==> config.mk <==
export PLATFORM = sky130hd
export DESIGN_NAME = wishbone_board_ram_slave_flat
export DESIGN_NICKNAME = d
export VERILOG_FILES = /design/src/rtl/wishbone_board_ram_slave_if.sv /design/src/rtl/wishbone_board_ram_slave.sv /design/src/flat_wrapper.sv
export SDC_FILE = /design/constraint.sdc
export NUM_CORES = 2
export LEC_CHECK = 0
export ABC_AREA = 1
export CORE_ASPECT_RATIO = 1.4
export CORE_MARGIN = 2
export CORE_UTILIZATION = 63
export DETAILED_ROUTE_END_ITERATION = 16
export MAX_ROUTING_LAYER = met4
export PLACE_DENSITY = 0.76
export SKIP_CTS_REPAIR_TIMING = 1
export SYNTH_ARGS = -nofsm -noshare
export SYNTH_HDL_FRONTEND = slang
export SYNTH_SLANG_ARGS = --single-unit
==> constraint.sdc <==
create_clock -name clk -period 7.4 [get_ports clk]
set_clock_uncertainty 0.15 [all_clocks]
set_input_delay 1.48 -clock clk [delete_from_list [all_inputs] [get_ports clk]]
set_output_delay 1.48 -clock clk [all_outputs]
set_load 0.05 [all_outputs]
==> src/rtl/wishbone_board_ram_slave_if.sv <==
// Wishbone bus bundle between the arbiter and the board/tile RAM responder.
// The wb_err_o line exists only when WB_SLAVE_ERR_EN is defined.
interface wishbone_board_ram_slave_if #(
  parameter int ADDR_WIDTH = 8,
  parameter int DATA_WIDTH = 16
);
  logic                  wb_cyc_i;
  logic                  wb_stb_i;
  logic                  wb_we_i;
  logic [ADDR_WIDTH-1:0] wb_adr_i;
  logic [DATA_WIDTH-1:0] wb_dat_i;
  logic [DATA_WIDTH-1:0] wb_dat_o;
  logic                  wb_ack_o;
  logic                  wb_stall_o;
`ifdef WB_SLAVE_ERR_EN
  logic                  wb_err_o;

  modport master (
    output wb_cyc_i, wb_stb_i, wb_we_i, wb_adr_i, wb_dat_i,
    input  wb_dat_o, wb_ack_o, wb_stall_o, wb_err_o
  );
  modport slave (
    input  wb_cyc_i, wb_stb_i, wb_we_i, wb_adr_i, wb_dat_i,
    output wb_dat_o, wb_ack_o, wb_stall_o, wb_err_o
  );
`else
  modport master (
    output wb_cyc_i, wb_stb_i, wb_we_i, wb_adr_i, wb_dat_i,
    input  wb_dat_o, wb_ack_o, wb_stall_o
  );
  modport slave (
    input  wb_cyc_i, wb_stb_i, wb_we_i, wb_adr_i, wb_dat_i,
    output wb_dat_o, wb_ack_o, wb_stall_o
  );
`endif
endinterface

==> src/rtl/wishbone_board_ram_slave.sv <==
// Pipelined Wishbone responder for the Minesweeper board RAM: request FIFO, optional wait
// states, in-order execution. Define WB_SLAVE_ERR_EN to signal out-of-range requests on wb_err_o.
module wishbone_board_ram_slave #(
  parameter int ADDR_WIDTH  = 8,
  parameter int DATA_WIDTH  = 16,
  parameter int DEPTH       = 200,
  parameter int FIFO_DEPTH  = 2,
  parameter int WAIT_STATES = 0
) (
  input  logic                       clk,
  input  logic                       rst_n,
  wishbone_board_ram_slave_if.slave  wb,
  output logic                       busy_o
);
  localparam int EW  = 1 + ADDR_WIDTH + DATA_WIDTH;
  localparam int PW  = (FIFO_DEPTH > 1) ? $clog2(FIFO_DEPTH) : 1;
  localparam int CW  = $clog2(FIFO_DEPTH + 1);
  localparam int MAW = (DEPTH > 1) ? $clog2(DEPTH) : 1;

  typedef enum logic [1:0] {S_IDLE, S_WAIT, S_EXEC} state_t;

  logic [EW-1:0]         fifo_q [FIFO_DEPTH];
  logic [DATA_WIDTH-1:0] ram_q  [DEPTH];

  state_t                state_q, state_d;
  logic [3:0]            wait_q, wait_d;
  logic [CW-1:0]         count_q, count_d;
  logic [PW-1:0]         rd_ptr_q, rd_ptr_d, wr_ptr_q, wr_ptr_d;
  logic                  ack_q, busy_q, busy_d;
  logic [DATA_WIDTH-1:0] dat_q;
  logic                  stall, push, exec, in_range;
  logic [EW-1:0]         head;
  logic                  head_we;
  logic [ADDR_WIDTH-1:0] head_adr;
  logic [DATA_WIDTH-1:0] head_dat;
  logic [MAW-1:0]        ram_idx;
`ifdef WB_SLAVE_ERR_EN
  logic                  err_q;
  assign wb.wb_err_o = err_q;
`endif

  function automatic logic [PW-1:0] ptr_inc(input logic [PW-1:0] p);
    return (p == PW'(FIFO_DEPTH - 1)) ? '0 : p + PW'(1);
  endfunction

  // Stall comes from the registered count only, so a same-edge pop never frees a slot early.
  assign stall    = (count_q == CW'(FIFO_DEPTH));
  assign push     = wb.wb_cyc_i && wb.wb_stb_i && !stall;
  assign head     = fifo_q[rd_ptr_q];
  assign head_we  = head[EW-1];
  assign head_adr = head[EW-2 -: ADDR_WIDTH];
  assign head_dat = head[DATA_WIDTH-1:0];
  assign ram_idx  = head_adr[MAW-1:0];
  assign in_range = (32'(head_adr) < 32'(DEPTH));

  assign wb.wb_stall_o = stall;
  assign wb.wb_ack_o   = ack_q;
  assign wb.wb_dat_o   = dat_q;
  assign busy_o        = busy_q;

  always_comb begin
    state_d = state_q;
    wait_d  = wait_q;
    exec    = 1'b0;
    case (state_q)
      S_IDLE: begin
        if (WAIT_STATES == 0) begin
          exec = (count_q != '0);
        end else if ((count_q != '0) || push) begin
          // Countdown starts on the accepting edge so a lone request acks WAIT_STATES+1 edges later.
          state_d = S_WAIT;
          wait_d  = 4'(WAIT_STATES - 1);
        end
      end
      S_WAIT: begin
        if (wait_q == '0) state_d = S_EXEC;
        else              wait_d  = wait_q - 4'd1;
      end
      S_EXEC: begin
        exec    = 1'b1;
        state_d = S_IDLE;
      end
      default: state_d = S_IDLE;
    endcase
    if (!wb.wb_cyc_i) begin
      state_d = S_IDLE;
      wait_d  = '0;
      exec    = 1'b0;
    end
  end

  always_comb begin
    rd_ptr_d = rd_ptr_q;
    wr_ptr_d = wr_ptr_q;
    count_d  = count_q;
    if (!wb.wb_cyc_i) begin
      rd_ptr_d = '0;
      wr_ptr_d = '0;
      count_d  = '0;
    end else begin
      if (push) wr_ptr_d = ptr_inc(wr_ptr_q);
      if (exec) rd_ptr_d = ptr_inc(rd_ptr_q);
      if (push && !exec)      count_d = count_q + CW'(1);
      else if (!push && exec) count_d = count_q - CW'(1);
    end
    busy_d = (count_d != '0) || (state_d != S_IDLE);
  end

  always_ff @(posedge clk) begin
    if (push) fifo_q[wr_ptr_q] <= {wb.wb_we_i, wb.wb_adr_i, wb.wb_dat_i};
  end

  always_ff @(posedge clk) begin
    if (exec && head_we && in_range) ram_q[ram_idx] <= head_dat;
  end

  always_ff @(posedge clk or negedge rst_n) begin
    if (!rst_n) begin
      state_q  <= S_IDLE;
      wait_q   <= '0;
      count_q  <= '0;
      rd_ptr_q <= '0;
      wr_ptr_q <= '0;
      ack_q    <= 1'b0;
      dat_q    <= '0;
      busy_q   <= 1'b0;
`ifdef WB_SLAVE_ERR_EN
      err_q    <= 1'b0;
`endif
    end else begin
      state_q  <= state_d;
      wait_q   <= wait_d;
      count_q  <= count_d;
      rd_ptr_q <= rd_ptr_d;
      wr_ptr_q <= wr_ptr_d;
      busy_q   <= busy_d;
      ack_q    <= 1'b0;
`ifdef WB_SLAVE_ERR_EN
      err_q    <= 1'b0;
      if (exec) begin
        ack_q <= in_range;
        err_q <= !in_range;
        if (!head_we && in_range) dat_q <= ram_q[ram_idx];
      end
`else
      if (exec) begin
        ack_q <= 1'b1;
        if (!head_we) dat_q <= in_range ? ram_q[ram_idx] : '0;
      end
`endif
    end
  end
endmodule

==> src/flat_wrapper.sv <==
// flat-port wrapper written by rule: the top's interface ports become plain ports
module wishbone_board_ram_slave_flat 
#(
  parameter int ADDR_WIDTH  = 8,
  parameter int DATA_WIDTH  = 16,
  parameter int DEPTH       = 200,
  parameter int FIFO_DEPTH  = 2,
  parameter int WAIT_STATES = 0
)
  (clk, rst_n, busy_o, wb_wb_cyc_i, wb_wb_stb_i, wb_wb_we_i, wb_wb_adr_i, wb_wb_dat_i, wb_wb_dat_o, wb_wb_ack_o, wb_wb_stall_o);
  wishbone_board_ram_slave_if #(.ADDR_WIDTH(ADDR_WIDTH), .DATA_WIDTH(DATA_WIDTH)) wb_i ();
  input  logic clk;
  input  logic rst_n;
  output logic busy_o;
  input wire logic [$bits(wb_i.wb_cyc_i)-1:0] wb_wb_cyc_i;
  input wire logic [$bits(wb_i.wb_stb_i)-1:0] wb_wb_stb_i;
  input wire logic [$bits(wb_i.wb_we_i)-1:0] wb_wb_we_i;
  input wire logic [$bits(wb_i.wb_adr_i)-1:0] wb_wb_adr_i;
  input wire logic [$bits(wb_i.wb_dat_i)-1:0] wb_wb_dat_i;
  output wire logic [$bits(wb_i.wb_dat_o)-1:0] wb_wb_dat_o;
  output wire logic [$bits(wb_i.wb_ack_o)-1:0] wb_wb_ack_o;
  output wire logic [$bits(wb_i.wb_stall_o)-1:0] wb_wb_stall_o;
  assign wb_i.wb_cyc_i = wb_wb_cyc_i;
  assign wb_i.wb_stb_i = wb_wb_stb_i;
  assign wb_i.wb_we_i = wb_wb_we_i;
  assign wb_i.wb_adr_i = wb_wb_adr_i;
  assign wb_i.wb_dat_i = wb_wb_dat_i;
  assign wb_wb_dat_o = wb_i.wb_dat_o;
  assign wb_wb_ack_o = wb_i.wb_ack_o;
  assign wb_wb_stall_o = wb_i.wb_stall_o;
  wishbone_board_ram_slave #(.ADDR_WIDTH(ADDR_WIDTH), .DATA_WIDTH(DATA_WIDTH), .DEPTH(DEPTH), .FIFO_DEPTH(FIFO_DEPTH), .WAIT_STATES(WAIT_STATES)) u_core (.clk(clk), .rst_n(rst_n), .wb(wb_i), .busy_o(busy_o));
endmodule
==> out/qor.yml <==
status:
  status: "finished clean"
global_route:
  grt_usage_pct: 37.5
  grt_pass1_vias: 85200
  grt.overflow.total: 0
  antenna_found_initial: 23
  grt_pass1_wl_um: 556000
  grt_max_degree: 157
floorplanning:
  row_count: 197
  core_region_area_mm2: 0.206
  die_w_um: 389
  start_util_pct: 63.5
  die_area_mm2: 0.211
  fp.dieH_um: 543
  ios: 48
clock_tree:
  cts.sinks: 3278
  cts_buffers: 295
  clock_path_buffers: 4
  htreeDepth: 5
  tritoncts: "built"
  root_buffer: "clkbuf_16"
  path_clk_slew_ns: 0.07
  worstSkewPairLatency_ns: 0.87
cells_and_area:
  final_nets: 11300
  mostFrequentLayoutCell: "edfxtp_1"
  final_cell_mix: "edfxtp_1, nor2_1, nand2_1"
  syn2layout_area_growth_pct: 10.8
  final_layout_size_suffix_gt1_share_pct: 9.85
  final_cells: 14200
detailed_routing:
  dr.pass1.iters: 6
  drt_iter0_markers: 13500
  wl_um: 388000
  route.vias.total: 87400
  drc: 0
  routedWlPerCell_um: 27.4
  via_per_inst: 6.16
  postRouteAntennaNets: 0
setup_path:
  cp_cell_sequence: "buf_4 > inv_1 > buf_4 > nand2_1 > nand2_8 > nand2_8 > buf_4 > buf_4 > or2_2 > nand3_1 > nand2_1 > nand2_1 > o21ai_0 > nand3_1 > nand2_1 > inv_1 > nor2_1 > nand2_1 > nand2_1"
  critical_path_peak_fanout: 91
  slowest_delay_ns: 0.85
  critPathMostFrequentCell: "nand2_1"
  setup.worst_path.start_class: "register"
  cp.arrival_ns: 6.27
  required_ns: 8.05
  crit_type: "register to register"
  endpoint_kind: "register"
  cpMaxStageDelayCell: "nand2_8"
sta:
  drv_slew: 0
  timing.final.crit_share_pct: 76.0
  holdWs_ns: 0.346
  relSlewSlack_pct: 8.62
  finalHoldViolations: 0
  min_period_ns: 5.62
  tightest_slew_ns: 1.36
  rsz0062_at_grt: "false"
  setup-tns-final_ns: 0
  clock.fmax_ghz: 0.178
  setup-violations-final: 0
power:
  p_total_uw: 49800
  peakVddDrop_mv: 0.493
  p_switching_uw: 16900
  p_leak_uw: 0.0534
  seqPwrFrac_pct: 44.4
  p_int_uw: 33000
  clockPowerShare_pct: 30.0
  p_comb_share_pct: 25.6
  power.share.switching_pct: 33.9
  power_density_mw_per_mm2: 344
synth:
  syn_nets: 11100
  seq_area_frac_synth_pct: 75.1
  async_reset_ff_share_pct: 0.854
  synth_top_area_share_pct: 74.6
  synth_area_leaders: "edfxtp_1, nor2_1, nand2_1"
  synth-edff-count: 3250
  synth-seq-cells: 3278
  netlist_instances: 11100
  synth_cell_types: 41
  ys_warn_count: 0
  synth_ff_type: "edfxtp_1"
  synth.largest_area_cell: "edfxtp_1"
  synth_area_per_cell_um2: 11.8
  netlist_area_mm2: 0.131
placement:
  gp_congestion: 0.970
  dp_cells: 13600
  numPortBuffers: 47
  place_hpwl_um: 222000
worst_hold_path:
  hold_path_class: "register to register"
job:
  maxCapViolations: 0
-- cells by family after synthesis --
| family | count (synthesis) | share of synthesized area, % |
|---|---|---|
| AOI/OAI and AO/OA | 733 | 3.08 |
| DFF | 3278 | 75.1 |
| muxes | 2 | 0.0153 |
| and+or+nand+nor | 6109 | 18.7 |
| buffers and inverters | 941 | 3.08 |
| adders and majority gates | 4 | 0.0383 |
-- Yosys cell counts (4+ instances only) --
cell type and n:
nand2_1 2431, edfxtp_1 3250, dfrtp_1 28, or2_0 9, inv_1 407, o22a_1 7
nor2_2 8, or2_2 313, inv_2 7, o22ai_1 213, nand3b_1 26, nor3_1 9
o2111ai_1 5, buf_1 25, nand2_2 11, a21oi_1 10, buf_4 46, ha_1 4
o21ai_0 456, nand4_1 35, nand3_1 308, buf_2 252, or2_1 6, o21ai_1 27
nor2_1 2946, clkbuf_1 203
-- flip-flops by register name (all words and copies together), names as in the netlist --
name / count
u_core.state_q: 2
u_core.count_q: 2
u_core.fifo_q: 50
u_core.busy_o: 1
u_core.wr_ptr_q: 1
u_core.ram_q: 3200
u_core.rd_ptr_q: 1
u_core.wb.wb_ack_o: 1
u_core.wait_q: 4
u_core.wb.wb_dat_o: 16
-- path summary, 6_finish.rpt --
check,start,to,slack [ns],depth (start not counted)
min,u_core.wb.wb_dat_o[6],u_core.wb.wb_dat_o[6],0.35,2
max reg2reg,u_core.rd_ptr_q,u_core.wb.wb_dat_o[8],1.78,19
max in group asynchronous,rst_n,u_core.wb.wb_dat_o[2],5.90,1
max,u_core.rd_ptr_q,u_core.wb.wb_dat_o[8],1.78,19
min in group asynchronous,rst_n,u_core.wr_ptr_q,0.58,1
min reg2reg,u_core.wb.wb_dat_o[6],u_core.wb.wb_dat_o[6],0.35,2
-- critical path, delay by kind of cell (launching register included) --
kind	cells	cell delay, ns
AO/OA/AOI/OAI	1	0.62
flip-flops	1	0.35
buffers and inverters	6	1.52
AND/OR/NAND/NOR	12	2.67
-- metrics by stage --
step	cell area [um2]	utilization [%]	setup WS [ns]
floorplan	131000	-	3.12
global placement	136000	65.9	1.60
detailed placement	136000	65.9	1.52
CTS	145000	70.3	2.02
global route	145000	70.4	1.70
finish	145000	70.4	1.78
-- metal layers --
layer  global-route usage (%)  wire [um]  up-vias
met2                     57.5     181000     6485
met3                     7.48      48700     1389
met5                        -          0        -
li1                         -          -    37700
met1                     45.2     127000    41800
met4                     26.3      31200        0
-- area by class of cell --
class	instances	area (um2)
Sequential cell	3278	98300
Fill cell	13500	61000
Multi-Input combinational cell	6848	28800
Clock buffer	369	7850
Timing Repair Buffer	413	3760
Tap cell	2686	3360
Inverter	414	1550
Clock inverter	142	1340
Antenna cell	26	65.1
-- power by group through the flow --
| stage | clock [uW] | combinational, uW | sequential [uW] |
|---|---|---|---|
| floorplan | 0 | 6420 | 23000 |
| global placement | 0 | 12000 | 22500 |
| detailed placement | 0 | 12200 | 22500 |
| CTS | 15000 | 12300 | 22100 |
| global route | 15600 | 13200 | 22100 |
| finish | 15000 | 12800 | 22100 |
Power figures use the tool's default switching activity.
